## config.mk

```make
export PLATFORM = sky130hd
export DESIGN_NAME = wb_port_arbiter_flat
export DESIGN_NICKNAME = d
export VERILOG_FILES = /design/src/rtl/wb_arb_pkg.sv /design/src/rtl/wb_port_arbiter_if.sv /design/src/rtl/wb_result_fifo.sv /design/src/rtl/wb_port_arbiter.sv /design/src/flat_wrapper.sv
export SDC_FILE = /design/constraint.sdc
export NUM_CORES = 1
export LEC_CHECK = 0
export CORE_MARGIN = 10
export CORE_UTILIZATION = 33
export DETAILED_ROUTE_END_ITERATION = 6
export DONT_BUFFER_PORTS = 1
export MAX_ROUTING_LAYER = met4
export PLACE_DENSITY = 0.48
export SLEW_MARGIN = 20
export SYNTH_ARGS = -nofsm -noshare
export SYNTH_HDL_FRONTEND = slang
export SYNTH_SLANG_ARGS = --single-unit
```

## constraint.sdc

```tcl
create_clock -name clk -period 2 [get_ports clk]
set_input_delay 0.4 -clock clk [delete_from_list [all_inputs] [get_ports clk]]
set_output_delay 0.4 -clock clk [all_outputs]
set_load 0.02 [all_outputs]
```

## src/rtl/wb_arb_pkg.sv

```systemverilog
// Shared types and width defaults for the register-file write-port arbiter.
package wb_arb_pkg;

  localparam int unsigned DATA_W_DEF = 24;
  localparam int unsigned ADDR_W_DEF = 4;

  typedef struct packed {
    logic [ADDR_W_DEF-1:0] addr;
    logic [DATA_W_DEF-1:0] data;
  } wb_req_t;

  typedef enum logic {
    NORMAL = 1'b0,
    HOLD   = 1'b1
  } arb_state_t;

endpackage

```

## src/rtl/wb_port_arbiter_if.sv

```systemverilog
// Bus bundle between decode / write-back / multi-cycle unit and the write-port arbiter.
interface wb_port_arbiter_if
  import wb_arb_pkg::*;
#(
  parameter int unsigned DATA_W = DATA_W_DEF,
  parameter int unsigned ADDR_W = ADDR_W_DEF
) ();

  logic                     pipe_we;
  logic [ADDR_W-1:0]        pipe_addr;
  logic [DATA_W-1:0]        pipe_data;
  logic                     mc_valid;
  logic [ADDR_W-1:0]        mc_addr;
  logic [DATA_W-1:0]        mc_data;
  logic                     mc_ready;
  logic                     issue_valid;
  logic [ADDR_W-1:0]        issue_addr;
  logic [ADDR_W-1:0]        chk_a;
  logic [ADDR_W-1:0]        chk_b;
  logic [ADDR_W-1:0]        chk_d;
  logic                     stall;
  logic                     pipe_hold;
  logic                     rf_we;
  logic [ADDR_W-1:0]        rf_addr;
  logic [DATA_W-1:0]        rf_data;
  logic [(1<<ADDR_W)-1:0]   pending;
  logic                     err_collision;

  modport slave (
    input  pipe_we, pipe_addr, pipe_data,
    input  mc_valid, mc_addr, mc_data,
    input  issue_valid, issue_addr, chk_a, chk_b, chk_d,
    output mc_ready, stall, pipe_hold,
    output rf_we, rf_addr, rf_data, pending, err_collision
  );

  modport master (
    output pipe_we, pipe_addr, pipe_data,
    output mc_valid, mc_addr, mc_data,
    output issue_valid, issue_addr, chk_a, chk_b, chk_d,
    input  mc_ready, stall, pipe_hold,
    input  rf_we, rf_addr, rf_data, pending, err_collision
  );

endinterface

```

## src/rtl/wb_result_fifo.sv

```systemverilog
// Synchronous FIFO buffering multi-cycle results; pointers carry an extra wrap bit.
module wb_result_fifo
  import wb_arb_pkg::*;
#(
  parameter type         T     = wb_req_t,
  parameter int unsigned DEPTH = 4
) (
  input  logic clk,
  input  logic rst,
  input  logic i_push,
  input  T     i_data,
  input  logic i_pop,
  output T     o_head,
  output logic o_full,
  output logic o_empty
);

  localparam int unsigned PW = $clog2(DEPTH);

  T            r_mem [DEPTH];
  logic [PW:0] r_wr;
  logic [PW:0] r_rd;

  assign o_empty = (r_wr == r_rd);
  assign o_full  = (r_wr[PW] != r_rd[PW]) && (r_wr[PW-1:0] == r_rd[PW-1:0]);
  assign o_head  = r_mem[r_rd[PW-1:0]];

  always_ff @(posedge clk) begin
    if (i_push) begin
      r_mem[r_wr[PW-1:0]] <= i_data;
    end
  end

  always_ff @(posedge clk) begin
    if (rst) begin
      r_wr <= '0;
      r_rd <= '0;
    end else begin
      if (i_push) r_wr <= r_wr + 1'b1;
      if (i_pop)  r_rd <= r_rd + 1'b1;
    end
  end

endmodule

```

## src/rtl/wb_port_arbiter.sv

```systemverilog
// Register-file write-port arbiter: pipeline write-back has priority over buffered
// multi-cycle results; tracks pending destinations and forces a hold on starvation.
module wb_port_arbiter
  import wb_arb_pkg::*;
#(
  parameter int unsigned DATA_W     = DATA_W_DEF,
  parameter int unsigned ADDR_W     = ADDR_W_DEF,
  parameter int unsigned FIFO_DEPTH = 4,
  parameter int unsigned STARVE_MAX = 8
) (
  input logic              clk,
  input logic              rst,
  wb_port_arbiter_if.slave bus
);

  localparam int unsigned NREG  = 1 << ADDR_W;
  localparam int unsigned CNT_W = $clog2(STARVE_MAX) + 1;

  typedef struct packed {
    logic [ADDR_W-1:0] addr;
    logic [DATA_W-1:0] data;
  } req_t;

  req_t w_push_req;
  req_t w_head;
  logic w_full;
  logic w_empty;
  logic w_push;
  logic w_pop;

  assign w_push_req   = '{addr: bus.mc_addr, data: bus.mc_data};
  assign w_push       = bus.mc_valid & ~w_full;
  assign w_pop        = ~bus.pipe_we & ~w_empty;
  assign bus.mc_ready = ~w_full;

  wb_result_fifo #(
    .T     (req_t),
    .DEPTH (FIFO_DEPTH)
  ) u_fifo (
    .clk     (clk),
    .rst     (rst),
    .i_push  (w_push),
    .i_data  (w_push_req),
    .i_pop   (w_pop),
    .o_head  (w_head),
    .o_full  (w_full),
    .o_empty (w_empty)
  );

  logic              r_rf_we;
  logic [ADDR_W-1:0] r_rf_addr;
  logic [DATA_W-1:0] r_rf_data;

  // Address/data hold their last value on idle cycles; only rf_we qualifies them.
  always_ff @(posedge clk) begin
    if (rst) begin
      r_rf_we   <= 1'b0;
      r_rf_addr <= '0;
      r_rf_data <= '0;
    end else begin
      r_rf_we <= bus.pipe_we | w_pop;
      if (bus.pipe_we) begin
        r_rf_addr <= bus.pipe_addr;
        r_rf_data <= bus.pipe_data;
      end else if (w_pop) begin
        r_rf_addr <= w_head.addr;
        r_rf_data <= w_head.data;
      end
    end
  end

  assign bus.rf_we   = r_rf_we;
  assign bus.rf_addr = r_rf_addr;
  assign bus.rf_data = r_rf_data;

  logic [NREG-1:0] r_pending;
  logic [NREG-1:0] w_set;
  logic [NREG-1:0] w_clr;

  always_comb begin
    w_set = '0;
    w_clr = '0;
    if (bus.issue_valid) w_set[bus.issue_addr] = 1'b1;
    if (w_pop)           w_clr[w_head.addr]    = 1'b1;
  end

  // Set applied after clear so a same-cycle issue to the retiring register wins.
  always_ff @(posedge clk) begin
    if (rst) r_pending <= '0;
    else     r_pending <= (r_pending & ~w_clr) | w_set;
  end

  assign bus.pending = r_pending;
  assign bus.stall   = r_pending[bus.chk_a] | r_pending[bus.chk_b] | r_pending[bus.chk_d];

  arb_state_t       r_state;
  arb_state_t       w_state_nxt;
  logic [CNT_W-1:0] r_starve;
  logic [CNT_W-1:0] w_starve_nxt;
  logic             w_starve_inc;
  logic             w_pipe_hold;
  logic             r_err;

  assign w_starve_inc = ~w_empty & bus.pipe_we;

  always_ff @(posedge clk) begin
    if (rst) begin
      r_state  <= NORMAL;
      r_starve <= '0;
      r_err    <= 1'b0;
    end else begin
      r_state  <= w_state_nxt;
      r_starve <= w_starve_nxt;
      r_err    <= r_err | (bus.pipe_we & w_pipe_hold);
    end
  end

  always_comb begin
    w_state_nxt  = r_state;
    w_starve_nxt = r_starve;
    unique case (r_state)
      NORMAL: begin
        if (w_starve_inc) begin
          if (r_starve == CNT_W'(STARVE_MAX - 1)) w_state_nxt = HOLD;
          if (r_starve != CNT_W'(STARVE_MAX))     w_starve_nxt = r_starve + 1'b1;
        end else begin
          w_starve_nxt = '0;
        end
      end
      HOLD: begin
        w_state_nxt  = NORMAL;
        w_starve_nxt = '0;
      end
    endcase
  end

  always_comb begin
    w_pipe_hold = (r_state == HOLD);
  end

  assign bus.pipe_hold     = w_pipe_hold;
  assign bus.err_collision = r_err;

endmodule

```

## src/flat_wrapper.sv

```systemverilog
// flat-port wrapper written by rule: the top's interface ports become plain ports
module wb_port_arbiter_flat import wb_arb_pkg::*;
#(
  parameter int unsigned DATA_W     = DATA_W_DEF,
  parameter int unsigned ADDR_W     = ADDR_W_DEF,
  parameter int unsigned FIFO_DEPTH = 4,
  parameter int unsigned STARVE_MAX = 8
)
  (clk, rst, bus_pipe_we, bus_pipe_addr, bus_pipe_data, bus_mc_valid, bus_mc_addr, bus_mc_data, bus_issue_valid, bus_issue_addr, bus_chk_a, bus_chk_b, bus_chk_d, bus_mc_ready, bus_stall, bus_pipe_hold, bus_rf_we, bus_rf_addr, bus_rf_data, bus_pending, bus_err_collision);
  wb_port_arbiter_if #(.DATA_W(DATA_W), .ADDR_W(ADDR_W)) bus_i ();
  input logic clk;
  input logic rst;
  input wire logic [$bits(bus_i.pipe_we)-1:0] bus_pipe_we;
  input wire logic [$bits(bus_i.pipe_addr)-1:0] bus_pipe_addr;
  input wire logic [$bits(bus_i.pipe_data)-1:0] bus_pipe_data;
  input wire logic [$bits(bus_i.mc_valid)-1:0] bus_mc_valid;
  input wire logic [$bits(bus_i.mc_addr)-1:0] bus_mc_addr;
  input wire logic [$bits(bus_i.mc_data)-1:0] bus_mc_data;
  input wire logic [$bits(bus_i.issue_valid)-1:0] bus_issue_valid;
  input wire logic [$bits(bus_i.issue_addr)-1:0] bus_issue_addr;
  input wire logic [$bits(bus_i.chk_a)-1:0] bus_chk_a;
  input wire logic [$bits(bus_i.chk_b)-1:0] bus_chk_b;
  input wire logic [$bits(bus_i.chk_d)-1:0] bus_chk_d;
  output wire logic [$bits(bus_i.mc_ready)-1:0] bus_mc_ready;
  output wire logic [$bits(bus_i.stall)-1:0] bus_stall;
  output wire logic [$bits(bus_i.pipe_hold)-1:0] bus_pipe_hold;
  output wire logic [$bits(bus_i.rf_we)-1:0] bus_rf_we;
  output wire logic [$bits(bus_i.rf_addr)-1:0] bus_rf_addr;
  output wire logic [$bits(bus_i.rf_data)-1:0] bus_rf_data;
  output wire logic [$bits(bus_i.pending)-1:0] bus_pending;
  output wire logic [$bits(bus_i.err_collision)-1:0] bus_err_collision;
  assign bus_i.pipe_we = bus_pipe_we;
  assign bus_i.pipe_addr = bus_pipe_addr;
  assign bus_i.pipe_data = bus_pipe_data;
  assign bus_i.mc_valid = bus_mc_valid;
  assign bus_i.mc_addr = bus_mc_addr;
  assign bus_i.mc_data = bus_mc_data;
  assign bus_i.issue_valid = bus_issue_valid;
  assign bus_i.issue_addr = bus_issue_addr;
  assign bus_i.chk_a = bus_chk_a;
  assign bus_i.chk_b = bus_chk_b;
  assign bus_i.chk_d = bus_chk_d;
  assign bus_mc_ready = bus_i.mc_ready;
  assign bus_stall = bus_i.stall;
  assign bus_pipe_hold = bus_i.pipe_hold;
  assign bus_rf_we = bus_i.rf_we;
  assign bus_rf_addr = bus_i.rf_addr;
  assign bus_rf_data = bus_i.rf_data;
  assign bus_pending = bus_i.pending;
  assign bus_err_collision = bus_i.err_collision;
  wb_port_arbiter #(.DATA_W(DATA_W), .ADDR_W(ADDR_W), .FIFO_DEPTH(FIFO_DEPTH), .STARVE_MAX(STARVE_MAX)) u_core (.clk(clk), .rst(rst), .bus(bus_i));
endmodule
```

==> impl_metrics.tcl, run 1 <==
set metrics [dict create \
    hold_path.class "in2reg" \
    synth_largest_area_cell "sky130_fd_sc_hd__edfxtp_1" \
    clkSinkCount 171 \
    yosys_most_used_dff "sky130_fd_sc_hd__edfxtp_1" \
    number_of_buffers_created_by_cts 17 \
    synth_edf_count 112 \
    synth_cell_type_count 38 \
    gp_routability_congestion 0.844 \
    r2r_end "u_core.bus.pending[0]" \
    cp.required_ns 1.60 \
    failed_checks "negative setup slack" \
    postSynthRegisterBits 171 \
    crit_buf_inv 0 \
    fp.dieW_um 166 \
    die_height_um 166 \
    routed_length_per_placed_instance_um 21.3 \
    setup_viol 1 \
    ys_warn_count 0 \
    routed_via_density 5.19 \
    max_cap_violations 0 \
    switching_power_mw 2.42 \
    num_io_pins 126 \
    clock_network_fraction_of_total_power 0.367 \
    yosysSeqAreaShare 0.644 \
    synth.top_cells.by_count "sky130_fd_sc_hd__edfxtp_1, sky130_fd_sc_hd__dfxtp_1, sky130_fd_sc_hd__nor2_1" \
    worstSetupPathType "reg2out" \
    tightest_slew_ns 0.513 \
    number_of_nets_in_the_final_layout 585 \
    startpoint_type "register" \
    rrSetupSlack_ns 0.04 \
    worstHoldPathCells 1 \
    finalWorstPathRequiredPeriod_ns 2.50 \
    p_int_mw 6.76 \
    crit_path_max_incr_delay_ns 0.47 \
    finalInstanceArea_mm2 0.00840 \
    leakage_nw 2.87 \
    globalRouteOverflowTotal 0 \
    final_core_util 0.400 \
    clock-root-buffer "sky130_fd_sc_hd__clkbuf_16" \
    final_min_period_over_clock_period 1.25 \
    cts_tree "yes" \
    fraction_of_post_synthesis_cell_area_in_the_top_cell_type_by_area 0.476 \
    synthesis.area_mm2 0.00706 \
    ys_top_cells_by_area "sky130_fd_sc_hd__edfxtp_1, sky130_fd_sc_hd__dfxtp_1, sky130_fd_sc_hd__mux4_2, sky130_fd_sc_hd__mux2i_1, sky130_fd_sc_hd__a211oi_1" \
    rel_slew_slack 0.657 \
    layout_cell_share_with_drive_strength_beyond_1 0.276 \
    firstDrtPassIters 6 \
    status "finished with violations" \
    routed_wl_um 16800 \
    swShare 0.264 \
    cts.clk_slew.worst_paths_ns 0.07 \
    number_of_i_o_port_buffers 0 \
    r2r.worst_path.cells 4 \
    antenna-diode-count 0 \
    power-per-cell-area_mw_per_mm2 1090 \
    sum_of_internal_switching_and_leakage_power_mw 9.18 \
    rsz0062_at_grt "true" \
    post_dp_cell_area_mm2 0.00772 \
    detailedPlacementHpwl_um 11800 \
    die-area_mm2 0.0276 \
    grt_pass1_vias 4407 \
    drt_first_iter_violations 248 \
    max-clock-path-buffers 2 \
    sequentialPowerShare 0.462 \
    finalHoldViolCount 0 \
    timing.critical_path.fanout_max 5 \
    area_growth_syn_to_layout_pct 19.0 \
    place_ws_ns -0.153 \
    crit_path_cell_trace "mux4_2, mux4_2, a2111o_1" \
    largest_net_degree_at_the_start_of_global_routing 58 \
    clock_skew_ns 0.0107 \
    postLayoutSetupSlackWorst_ns -0.497 \
    irDropWorstVdd_mv 0.575 \
    critical-path-top-delay-family "multiplexers" \
    synthMostInstantiatedCell "sky130_fd_sc_hd__edfxtp_1" \
    timing.hold.worst.start "rst" \
    clk-insertion-delay-late_ns 0.43 \
    min_to "u_core.bus.rf_data[20]" \
    syn_inst 458 \
    ant_nets 0 \
    slew_violations 0 \
    post-route-drc-count 0 \
    net_count_of_the_mapped_netlist 542 \
    placementRows 53 \
    globalRouteTotalUtil 0.126 \
    postSynthAreaPerCell_um2 15.4 \
    grt_first_pass_wirelength_um 26100 \
    postSynth.asyncResetShare 0 \
    timing.critical_path.to_type "output pin" \
    critical_path.slowest_cell "sky130_fd_sc_hd__mux4_2" \
    start_util 0.336 \
    core_footprint_mm2 0.0210 \
    comb_power_share 0.171 \
    htree_num_levels 4 \
    whs_ns 0.0462 \
    number_of_antenna_violations_at_the_first_check_in_global_routing 0 \
    timing.critical_path.arrival_ns 2.10 \
    crit_top_cell "sky130_fd_sc_hd__mux4_2" \
    via_count 4091 \
    fmaxAchievable_mhz 400 \
]
[registers in the layout (all words and copies together) (netlist names), named ones only]
name / flops
u_core.bus.pending: 16
u_core.bus.rf_we: 1
u_core.bus.rf_addr: 4
u_core.bus.err_collision: 1
u_core.r_starve: 4
u_core.u_fifo.r_mem: 112
u_core.u_fifo.r_wr: 3
u_core.bus.pipe_hold: 1
u_core.bus.rf_data: 24
u_core.u_fifo.r_rd: 3
[area by class of cell]
cell class | count | area [µm²]
sequential | 171 | 4550
clock inverter | 15 | 185
timing repair buffer | 48 | 439
clock buffer | 17 | 425
inverter | 6 | 22.5
fill | 1953 | 12600
multi-input combinational | 257 | 2430
tap | 275 | 344
[worst max path at each step]
stage	startpoint	endpoint	slack, ns	depth (start not counted)
after floorplan	bus_chk_b[0]	bus_stall	-0.10	3
final	u_core.bus.pending[12]	bus_stall	-0.50	3
after CTS	u_core.bus.pending[15]	bus_stall	-0.52	3
after detailed placement	bus_chk_b[0]	bus_stall	-0.15	3
after global placement	bus_chk_b[0]	bus_stall	-0.16	3
after global routing	u_core.bus.pending[10]	bus_stall	-0.56	5
[cell usage in the layout (no fill, tap or decap), types with 4 or more instances in the layout]
cell,Yosys,routed
sky130_fd_sc_hd__nor2_1,48,48
sky130_fd_sc_hd__xnor2_1,6,4
sky130_fd_sc_hd__nor2b_1,8,8
sky130_fd_sc_hd__clkinvlp_4,0,4
sky130_fd_sc_hd__inv_6,0,4
sky130_fd_sc_hd__mux4_2,41,41
sky130_fd_sc_hd__and2_2,0,4
sky130_fd_sc_hd__buf_12,0,6
sky130_fd_sc_hd__o21ai_0,6,6
sky130_fd_sc_hd__inv_1,6,5
sky130_fd_sc_hd__dfxtp_2,0,8
sky130_fd_sc_hd__buf_4,0,41
sky130_fd_sc_hd__xor2_1,5,5
sky130_fd_sc_hd__nand3_1,8,7
sky130_fd_sc_hd__a211oi_1,28,28
sky130_fd_sc_hd__a311oi_1,8,8
sky130_fd_sc_hd__ha_1,7,7
sky130_fd_sc_hd__dfxtp_1,59,51
sky130_fd_sc_hd__edfxtp_1,112,112
sky130_fd_sc_hd__mux2i_1,35,35
sky130_fd_sc_hd__clkbuf_16,0,17
sky130_fd_sc_hd__a21oi_1,13,13
sky130_fd_sc_hd__nand2_1,14,14
[power by group through the flow]
| stage | sequential (mW) | clock, mW | combinational (mW) |
|---|---|---|---|
| finish | 4.24 | 3.37 | 1.57 |
| global route | 4.27 | 3.62 | 1.72 |
| floorplan | 4.28 | 0 | 1.14 |
| detailed placement | 4.32 | 0 | 1.54 |
| CTS | 4.25 | 3.47 | 1.56 |
| global placement | 4.31 | 0 | 1.53 |
[kinds of logic (layout without fill, tap and decap cells)]
kind of cell | Yosys count | count (layout) | share of synthesized area
and+or+nand+nor | 93 | 93 | 0.0603
buffers and inverters | 30 | 86 | 0.0181
AOI/OAI and AO/OA | 69 | 69 | 0.0700
adders and majority gates | 7 | 7 | 0.0124
muxes | 77 | 77 | 0.182
DFF | 171 | 171 | 0.644
xor gates and xnor gates | 11 | 11 | 0.0136
[through the flow]
step,setup TNS (ns),cells
floorplan,-0.102,458
global placement,-0.164,753
detailed placement,-0.153,753
CTS,-0.517,785
global route,-0.590,789
finish,-0.497,789
[timing repair]
item                                    CTS  global route
gates resized for setup                   7             5
hold buffers                              0             0
endpoints found under the setup margin    1             4
gates cloned                              0             0
hold endpoints to repair                  0             0
buffers inserted                          0             4
[routing by layer]
| layer | up-vias | share of wire | GRT usage |
|---|---|---|---|
| li1 | 1884 | - | - |
| met1 | 2054 | 0.40 | 0.138 |
| met2 | 136 | 0.50 | 0.202 |
| met3 | 17 | 0.084 | 0.0535 |
| met4 | 0 | 0.013 | 0.0435 |
| met5 | - | 0 | - |
(Power assumes the default switching activity.)
==> inputs of run 2 (changes only) <==
- ABC_CLOCK_PERIOD_IN_PS: default -> 2000
- CORE_UTILIZATION: 33 -> 57
- PLACE_DENSITY: 0.48 -> 0.75
==> impl_metrics.tcl, run 2 (same netlist as run 1, synthesis figures left out) <==
set metrics [dict create \
    firstDrtPassIters 4 \
    number_of_nets_in_the_final_layout 586 \
    timing.critical_path.fanout_max 4 \
    seq_area_mm2 0.00455 \
    postLayoutSetupSlackWorst_ns -0.499 \
    layout_cell_share_with_drive_strength_beyond_1 0.264 \
    irDropWorstVdd_mv 0.967 \
    cp.required_ns 1.60 \
    finalWorstPathRequiredPeriod_ns 2.50 \
    max_reg_flops 112 \
    globalRouteOverflowTotal 0 \
    finalHoldViolCount 0 \
    clkSinkCount 171 \
    number_of_i_o_port_buffers 0 \
    num_io_pins 126 \
    most_common_cell_after_layout_fill_and_taps_aside "sky130_fd_sc_hd__edfxtp_1" \
    cts.clk_slew.worst_paths_ns 0.06 \
    clock_skew_ns 0.00603 \
    clk-insertion-delay-late_ns 0.42 \
    drt_first_iter_violations 302 \
    filler_cell_count 834 \
    startpoint_type "register" \
    power-per-cell-area_mw_per_mm2 1090 \
    tns_ns -0.499 \
    die_height_um 131 \
    failed_checks "negative setup slack" \
    clock-root-buffer "sky130_fd_sc_hd__clkbuf_16" \
    cts_tree "yes" \
    area_growth_syn_to_layout_pct 16.2 \
    htree_num_levels 4 \
    final_cell_mix "sky130_fd_sc_hd__edfxtp_1, sky130_fd_sc_hd__dfxtp_1, sky130_fd_sc_hd__nor2_1" \
    rel_slew_slack 0.534 \
    rsz0062_at_grt "true" \
    via_count 4106 \
    die-area_mm2 0.0172 \
    timing.critical_path.arrival_ns 2.10 \
    setup_viol 1 \
    number_of_antenna_violations_at_the_first_check_in_global_routing 0 \
    tightest_slew_ns 0.688 \
    timing.critical_path.to_type "output pin" \
    core_footprint_mm2 0.0121 \
    largest_net_degree_at_the_start_of_global_routing 58 \
    max_cap_violations 0 \
    grt_pass1_vias 4356 \
    placementRows 40 \
    count_of_buffers_added_by_post_cts_timing_repair_for_setup 0 \
    post-place-cells 651 \
    routed_length_per_placed_instance_um 22.8 \
    start_util 0.585 \
    leakage_nw 2.86 \
    instances_no_fill 683 \
    post-route-drc-count 0 \
    multiInputGateArea_mm2 0.00241 \
    antenna-diode-count 0 \
    place_ws_ns -0.172 \
    routed_via_density 6.01 \
    finalInstanceArea_mm2 0.00820 \
    detailedPlacementHpwl_um 10600 \
    fmaxAchievable_mhz 400 \
    slew_violations 0 \
    routed_wl_um 15600 \
    sum_of_internal_switching_and_leakage_power_mw 8.94 \
    grt_first_pass_wirelength_um 24800 \
    max-clock-path-buffers 2 \
    worstSetupPathType "reg2out" \
    post_dp_cell_area_mm2 0.00761 \
    gp_routability_congestion 0.899 \
    fp.dieW_um 131 \
    final_min_period_over_clock_period 1.25 \
    globalRouteTotalUtil 0.188 \
    ant_nets 0 \
    status "finished with violations" \
    number_of_buffers_created_by_cts 17 \
    hold_path.class "in2reg" \
]
run 2: cell types whose count changed in the layout (fill, tap and decap cells not counted), sizes merged:
cell / previous run / this run
bufinv: 3 / 2
inv: 11 / 9
clkinvlp: 4 / 0
clkbuf: 17 / 19
buf: 48 / 49
clkinv: 3 / 8
run 2: timing repair:
action,CTS,global route
hold buffers,0,0
endpoints found under the setup margin,1,4
hold endpoints to repair,0,0
gates resized for setup,6,3
run 2: stage by stage:
step	util	hold slack, ns
final	0.680	0.0465
after global routing	0.680	0.0221
after CTS	0.679	0.0326
after detailed placement	0.631	0.473
after global placement	0.631	0.457
after floorplan	-	0.439
run 2: critical path, stage by stage, from the launching register on:
cell and delay (ns):
sky130_fd_sc_hd__dfxtp_2 0.34, sky130_fd_sc_hd__mux4_2 0.45, sky130_fd_sc_hd__mux4_2 0.47, sky130_fd_sc_hd__a2111o_1 0.41
run 2: layout make-up:
cell class,count,share of cell area
multi-input cells,257,0.294
clock inverters,13,0.0174
repair buffers,49,0.0525
flip-flops and latches,171,0.555
inverters,6,0.00275
well taps,168,0.0256
clock buffers,19,0.0528
run 2: worst paths after layout:
path / cells after the start / end / slack (ns) / startpoint
max reg2reg: 4 / u_core.bus.pending[1] / 0.10 / register
min reg2reg: 1 / u_core.bus.pipe_hold / 0.47 / u_core.r_starve[3]
min: 1 / u_core.bus.rf_we / 0.05 / rst
max: 3 / bus_stall / -0.50 / u_core.bus.pending[14]
run 2: where the power goes:
part           internal [mW]  switching (mW)  total, mW
Clock                   1.85            1.34       3.19
Sequential              4.01           0.219       4.23
Combinational          0.745           0.785       1.53
Total                   6.60            2.34       8.94
run 2: metal layers:
layer,up-vias,wire length (µm),track usage
met3,26,1630,0.0861
met4,0,343,0.0729
li1,1892,-,-
met1,1993,6110,0.214
met5,-,0,-
met2,195,7500,0.286
